$ cat src/rtl/seq_pattern_counter.sv
// seq_pattern_counter
//   Programmable serial pattern detector. It matches a loadable, maskable
//   PAT_LEN-bit pattern against the most recent ena-qualified samples of
//   sig_to_test. Matches are counted in a DIGITS-digit BCD counter, and that
//   counter is shown on an active-low 7-segment bank.
//
// Ports
//   clk          rising-edge clock for all state
//   rst          synchronous active-high reset; overrides pat_load and ena
//   ena          sample enable; sig_to_test is consumed only when high
//   sig_to_test  serial bit under test
//   overlap      1 = overlapping matches, 0 = flush fill after each match
//   pat_load     one-cycle strobe loading pat_value / pat_mask
//   pat_value    new pattern, MSB = oldest bit
//   pat_mask     care mask, 1 = compare, 0 = don't care (all zero = disabled)
//   z            registered one-cycle match pulse
//   count_bcd    BCD match count, digit 0 in [3:0]
//   sat          sticky flag, set once the count reaches all-9s when WRAP=0
//   seg          active-low segments {g..a} per digit, digit 0 in [6:0]
module seq_pattern_counter #(
  parameter int                 PAT_LEN = 4,
  parameter int                 DIGITS  = 2,
  parameter logic [PAT_LEN-1:0] PAT_RST = PAT_LEN'(4'b0101),
  parameter bit                 WRAP    = 1'b0
) (
  input  logic                  clk,
  input  logic                  rst,
  input  logic                  ena,
  input  logic                  sig_to_test,
  input  logic                  overlap,
  input  logic                  pat_load,
  input  logic [PAT_LEN-1:0]    pat_value,
  input  logic [PAT_LEN-1:0]    pat_mask,
  output logic                  z,
  output logic [4*DIGITS-1:0]   count_bcd,
  output logic                  sat,
  output logic [7*DIGITS-1:0]   seg
);

  localparam int             FW        = $clog2(PAT_LEN + 1);
  localparam logic [FW-1:0]  FILL_FULL = FW'(PAT_LEN);

  // Active-low {g..a} decode. Non-BCD codes are shown as a distinct glyph.
  function automatic logic [6:0] seg_encode(input logic [3:0] d);
    case (d)
      4'd0:    seg_encode = 7'b1000000;
      4'd1:    seg_encode = 7'b1111001;
      4'd2:    seg_encode = 7'b0100100;
      4'd3:    seg_encode = 7'b0110000;
      4'd4:    seg_encode = 7'b0011001;
      4'd5:    seg_encode = 7'b0010010;
      4'd6:    seg_encode = 7'b0000010;
      4'd7:    seg_encode = 7'b1111000;
      4'd8:    seg_encode = 7'b0000000;
      4'd9:    seg_encode = 7'b0011000;
      default: seg_encode = 7'b0000111;
    endcase
  endfunction

  // ---------------------------------------------------------------------
  // State
  // ---------------------------------------------------------------------
  logic [PAT_LEN-1:0]  hist_reg,  hist_next;
  logic [FW-1:0]       fill_reg,  fill_next;
  logic [PAT_LEN-1:0]  pat_reg,   pat_next;
  logic [PAT_LEN-1:0]  mask_reg,  mask_next;
  logic                match_reg, match_next;   // match seen at the sample edge
  logic                z_reg;
  logic [4*DIGITS-1:0] count_reg, count_next;
  logic                sat_reg,   sat_next;
  logic [7*DIGITS-1:0] seg_reg,   seg_next;

  // ---------------------------------------------------------------------
  // Front end: history shift, fill tracking and match detection.
  // The match test uses the history that includes the current bit, so
  // the match is known at the sample edge. It is then registered once
  // more to form z, which puts z one cycle after the completing sample.
  // ---------------------------------------------------------------------
  logic [PAT_LEN-1:0] hist_shift;
  logic [FW-1:0]      fill_inc;

  assign hist_shift = {hist_reg[PAT_LEN-2:0], sig_to_test};
  assign fill_inc   = (fill_reg == FILL_FULL) ? FILL_FULL : fill_reg + FW'(1);

  always_comb begin
    hist_next  = hist_reg;
    fill_next  = fill_reg;
    pat_next   = pat_reg;
    mask_next  = mask_reg;
    match_next = 1'b0;
    if (pat_load) begin
      // A load discards any sample presented in the same cycle.
      pat_next  = pat_value;
      mask_next = pat_mask;
      hist_next = '0;
      fill_next = '0;
    end else if (ena) begin
      hist_next = hist_shift;
      fill_next = fill_inc;
      if ((fill_inc == FILL_FULL) && (mask_reg != '0) &&
          (((hist_shift ^ pat_reg) & mask_reg) == '0)) begin
        match_next = 1'b1;
        // Non-overlapping mode: require PAT_LEN fresh bits for the next match.
        if (!overlap) fill_next = '0;
      end
    end
  end

  // ---------------------------------------------------------------------
  // BCD ripple increment. carry[gi] means every digit below gi is 9.
  // ---------------------------------------------------------------------
  logic [DIGITS:0]     carry;
  logic [DIGITS-1:0]   inc_nine;
  logic [4*DIGITS-1:0] count_inc;
  logic                at_max;

  assign carry[0] = 1'b1;

  generate
    for (genvar gi = 0; gi < DIGITS; gi++) begin : g_digit
      logic [3:0] d;
      logic       is_nine;
      assign d       = count_reg[4*gi +: 4];
      assign is_nine = (d == 4'd9);
      assign count_inc[4*gi +: 4] = carry[gi] ? (is_nine ? 4'd0 : d + 4'd1) : d;
      assign carry[gi+1]  = carry[gi] & is_nine;
      assign inc_nine[gi] = (count_inc[4*gi +: 4] == 4'd9);
      assign seg_next[7*gi +: 7] = seg_encode(d);
    end
  endgenerate

  assign at_max = carry[DIGITS];

  always_comb begin
    count_next = count_reg;
    sat_next   = sat_reg;
    if (match_reg) begin
      if (!(at_max && !WRAP)) count_next = count_inc;
      // The flag goes up as soon as the counter lands on all-9s.
      if (!WRAP && (&inc_nine)) sat_next = 1'b1;
    end
  end

  // ---------------------------------------------------------------------
  // Registers
  // ---------------------------------------------------------------------
  always_ff @(posedge clk) begin
    if (rst) begin
      hist_reg  <= '0;
      fill_reg  <= '0;
      pat_reg   <= PAT_RST;
      mask_reg  <= '1;
      match_reg <= 1'b0;
      z_reg     <= 1'b0;
      count_reg <= '0;
      sat_reg   <= 1'b0;
      seg_reg   <= {DIGITS{7'b1000000}};
    end else begin
      hist_reg  <= hist_next;
      fill_reg  <= fill_next;
      pat_reg   <= pat_next;
      mask_reg  <= mask_next;
      match_reg <= match_next;
      z_reg     <= match_reg;
      count_reg <= count_next;
      sat_reg   <= sat_next;
      seg_reg   <= seg_next;
    end
  end

  assign z         = z_reg;
  assign count_bcd = count_reg;
  assign sat       = sat_reg;
  assign seg       = seg_reg;

endmodule

$ cat config.mk
export PLATFORM = sky130hd
export DESIGN_NAME = seq_pattern_counter
export DESIGN_NICKNAME = d
export VERILOG_FILES = /design/src/rtl/seq_pattern_counter.sv
export SDC_FILE = /design/constraint.sdc
export NUM_CORES = 1
export LEC_CHECK = 0
export CAP_MARGIN = 30
export CORE_MARGIN = 8
export CORE_UTILIZATION = 30
export DETAILED_ROUTE_END_ITERATION = 10
export GPL_TIMING_DRIVEN = 1
export PLACE_DENSITY = 0.61
export REMOVE_ABC_BUFFERS = 1
export SETUP_SLACK_MARGIN = 0.5
export SYNTH_ARGS = -nofsm -noshare
export SYNTH_HDL_FRONTEND = slang
export SYNTH_SLANG_ARGS = --single-unit
$ cat constraint.sdc
create_clock -name clk -period 2.25 [get_ports clk]
set_input_delay 0.45 -clock clk [delete_from_list [all_inputs] [get_ports clk]]
set_output_delay 0.45 -clock clk [all_outputs]
set_load 0.01 [all_outputs]
### After elaboration in Yosys (flattened, before gate mapping)

Memory sizes are Yosys's and may differ from the RTL's. A register that Yosys moved wholly into a read port is not among the register bits.
Index checks and enable logic that the tools add are counted.

* register bits after elaboration: 25
* memories kept: 2
* output and inout bits: 24
* logic and storage cells: 39
* bits of input ports: 14
* bits in read-only memories: 224

Memories
* (name not given): depth 16, width 7, rd ports 1, clocked after Yosys merged registers in 1, wr ports 0, RTL line 45 `case (d)`
* (name not given): depth 16, width 7, rd ports 1, clocked after Yosys merged registers in 1, wr ports 0, RTL line 45

* reduce and logical (&&, ||, !) cells: 8
* eq/ne operators: 6
* bitwise gates (word level): 5
* add/subtract/negate cells: 3
* muxes and demuxes: 7

Operators by type and width (count)
* $eq A4 B4 Y1 const B: 4
* $mux W4: 3
* $mux W3: 3
* $add A4 B1 Y4 const B: 2
* $eq A3 B3 Y1 const B: 2
* $and A4 B4 Y4: 1
* $logic_not A4 Y1: 1
* $reduce_bool A4 Y1: 1
* $xor A4 B4 Y4: 1
* $add A3 B1 Y3 const B: 1
* $reduce_and A3 Y1: 1
* $reduce_or A3 Y1: 1
* $logic_and A1 B1 Y1: 2
* $not A1 Y1: 2
* $reduce_and A2 Y1: 1
* $reduce_or A2 Y1: 1
* $and A1 B1 Y1: 1
* $mux W1: 1

### Logic depth before layout (Yosys ltp)

* word-level depth: 6
* mapped depth: 6
* gate-level depth less buffers: 6

### Least setup slack after synthesis

OpenSTA, ideal clock, no wires.

* kind: flip-flop to flip-flop
* start point: register fill_reg[0]
* end point: register fill_reg[2]
* required time: 2.135 ns
* cell stages (with the launch flop): 6
* buffers on the path: 0
* setup time: 0.115 ns
* clock period less this slack: 1.563 ns
* arrival: 1.449 ns
* setup slack: 0.687 ns
* path through: dfxtp_1 inv_1 ha_1 or3_1 a211o_1 o21a_1

* longest elaborated chain between the ends: 6
* elaborated cells on any way between the ends: 8
* those cells by class: add/sub (1); eq/ne (2); mux (3); reduce/logical (2)

Ends and longest elaborated chain
* start: declaration: RTL line 64 `logic [FW-1:0] fill_reg, fill_next;`
* start signal: assignment: RTL line 160 `fill_reg <= fill_next;`
* $add A3 B1 Y3 / $eq A3 B3 Y1 (equally long branches): RTL line 83 `assign fill_inc = (fill_reg == FILL_FULL) ? FILL_FULL : fill_reg + FW'(1);`
* $mux W3 *: RTL line 83
* $eq A3 B3 Y1: RTL line 100 `if ((fill_inc == FILL_FULL) && (mask_reg != '0) &&`
* $logic_and A1 B1 Y1 (2 in series): RTL line 100
* $mux W3 *: RTL line 100

Every way passes the cells marked *; elsewhere a longest branch is shown, timed or not.
A chain may end at the register's enable or synchronous reset.

### Worst setup path in the final report

* start point: register count_reg[2], in the netlist count_bcd[2]
* end point: output port count_bcd[2]

RTL lines
* start: declaration: RTL line 69 `logic [4*DIGITS-1:0] count_reg, count_next;`
* start signal: assignment: RTL line 165 `count_reg <= count_next;`
* end: declaration: RTL line 35 `output logic [4*DIGITS-1:0] count_bcd,`

No word-level cell between the ends.

==> out/results.ini <==
[setup_path]
crit_chain = clkdlybuf4s50_1
arrival_ns = 1.25
path_class = reg -> out
cp.required_ns = 1.80
end_kind = output port
cpMaxStageDelayCell = clkdlybuf4s50_1
crit_path_start_kind = flop
crit_cells = 1
path_buf_inv = 1
r2r_cells = 5
crit_fanout = 9
crit_family = buffers and inverters
slowest_delay_ns = 0.55

[sta]
finalSetupViolations = 0
worstMarginPinSlew_ns = 0.405
slew_headroom_pct = 72.9
skew_ns = 0.00599
hold_viol = 0
drv_slew = 0
fmax_mhz = 589
rsz0062_at_grt = no
fin_setup_tns_ns = 0
fin_crit_ns = 1.70
finalCritPeriodShare_pct = 75.5

[route]
dr_total_vias = 1483
drtIter0Drc = 21
ant_nets = 0
drt_wl_total_um = 4110
wl_per_cell_um = 12.9
dr.pass1.iters = 5
vias_per_cell = 4.65
drc_errors = 0

[synth]
netlist_area_sq_mm = 0.00184
synth.most_common_cell = dfxtp_1
async_flop_share_pct = 0
synthDistinctLibCells = 41
yosys_warnings = 0
syn_inst = 206
ys_seq_area_share_pct = 42.4
synth_edf_count = 0
synth_top_area_share_pct = 42.4
synth_area_leader_cell = dfxtp_1
ys_seq_elements = 39
ys_top_cells_by_count = 39 x dfxtp_1, 29 x nor2_1, 18 x mux2i_1
syn_avg_cell_area_sq_um = 8.93
synth_ff_type = dfxtp_1
synth_area_leaders = dfxtp_1 42%, mux2i_1 9.8%, ha_1 8.2%

[layout]
drive_above_1_share_pct = 8.61
largest_reg_flops = 14
layout.nets = 269
post-route-util_pct = 40.6
syn_to_final_growth_pct = 30.5
diodes = 0

[global_routing]
grt_pass1_vias = 1498
grt_pass1_wl_um = 6910
grt_usage_pct = 9.64
antenna_found_initial = 0
grt_max_degree = 22
grt_overflow = 0

[placed_design]
portBuffers = 37
gp_congestion = 0.771
hpwl_um = 2990

[clock_network]
cts_hold_buf = 0
insertion_delay_ns = 0.29
cts.sink_count = 39
cts_setup_buffers = 0
numCtsBuffers = 5
clock-root-buffer = clkbuf_8
ctsHtreeMaxLevel = 2
cts_tree = done
clk_pin_slew_ns = 0.08
cts_buffer_depth = 2

[min_path]
hold_depth = 1
hp-class = reg -> reg

[pwr]
cellPowerDensity_mw_per_mm2 = 530
ir_drop_mv = 0.214
leakagePower_nw = 0.928

[floorplanning]
coreArea_sq_mm = 0.00592
die_y_um = 94.3
rows = 28
start_util_pct = 31.1
dieArea_sq_mm = 0.00890
fp.dieW_um = 94.3
pin_count = 38

[outcome]
status = finished, final reports clean

[job]
drv_cap = 0

-- report_power, final --
| group | total, mW | switching [mW] | internal (mW) |
|---|---|---|---|
| sequential | 0.708 | 0.00978 | 0.698 |
| clock | 0.459 | 0.243 | 0.217 |
| combinational | 0.106 | 0.0506 | 0.0556 |
| total | 1.27 | 0.303 | 0.970 |
-- path summary, 6_finish.rpt --
kind                 from  slack (ns)           end
min reg2reg           sat        0.49           sat
max          count_bcd[2]        0.55  count_bcd[2]
min                   sat        0.49           sat
max reg2reg   fill_reg[0]        0.59   fill_reg[2]
-- area by class of cell --
type                    count  area [sq um]
repair buffers             43           420
clock inverters             2          12.5
inverters                   9          33.8
well taps                  75          93.8
clock buffers               6          72.6
multi-input cells         145           971
fillers                   591          3520
flip-flops and latches     39           797
-- layout by cell type (no fill, tap or decap), types with 4 or more instances in the layout --
cell              n
a21oi_1          12
o21ai_0          10
xor2_1            6
clkbuf_8          5
dfxtp_4           4
mux2i_1          18
nor2_1           29
inv_1             8
buf_4             6
ha_1             11
dfxtp_1          34
nand2_1          15
clkdlybuf4s50_1  35
-- per-stage QoR --
| step | instance area [sq um] | power [mW] | setup slack, ns | hold WS, ns | std cells |
|---|---|---|---|---|---|
| floorplan | 1780 | 0.776 | 0.687 | 0.462 | 193 |
| global placement | 2290 | 0.835 | 0.460 | 0.483 | 311 |
| detailed placement | 2290 | 0.835 | 0.434 | 0.479 | 311 |
| CTS | 2390 | 1.30 | 0.476 | 0.493 | 319 |
| global route | 2400 | 1.35 | 0.501 | 0.501 | 319 |
| finish | 2400 | 1.27 | 0.552 | 0.491 | 319 |
-- routing by layer --
metal	up-vias	GRT usage, %	wire length, um
met4	0	4.23	58
met5	-	0	0
met2	22	15.2	1860
met3	5	3.76	252
li1	777	-	-
met1	679	11.3	1940
-- cells by family after synthesis --
family	share of synthesized area (%)
AND/OR/NAND/NOR	17.8
flip-flops	42.4
AO/OA/AOI/OAI	13.1
XOR/XNOR	3.81
adder cells (fa/ha/maj)	8.16
buffers and inverters	4.96
multiplexers	9.79
-- repair_timing --
action,4_1_cts,5_1_grt
gates cloned,0,0
resized for setup,8,4
setup endpoints to repair,5,3
Note: power is estimated with default switching activity, not from simulation.
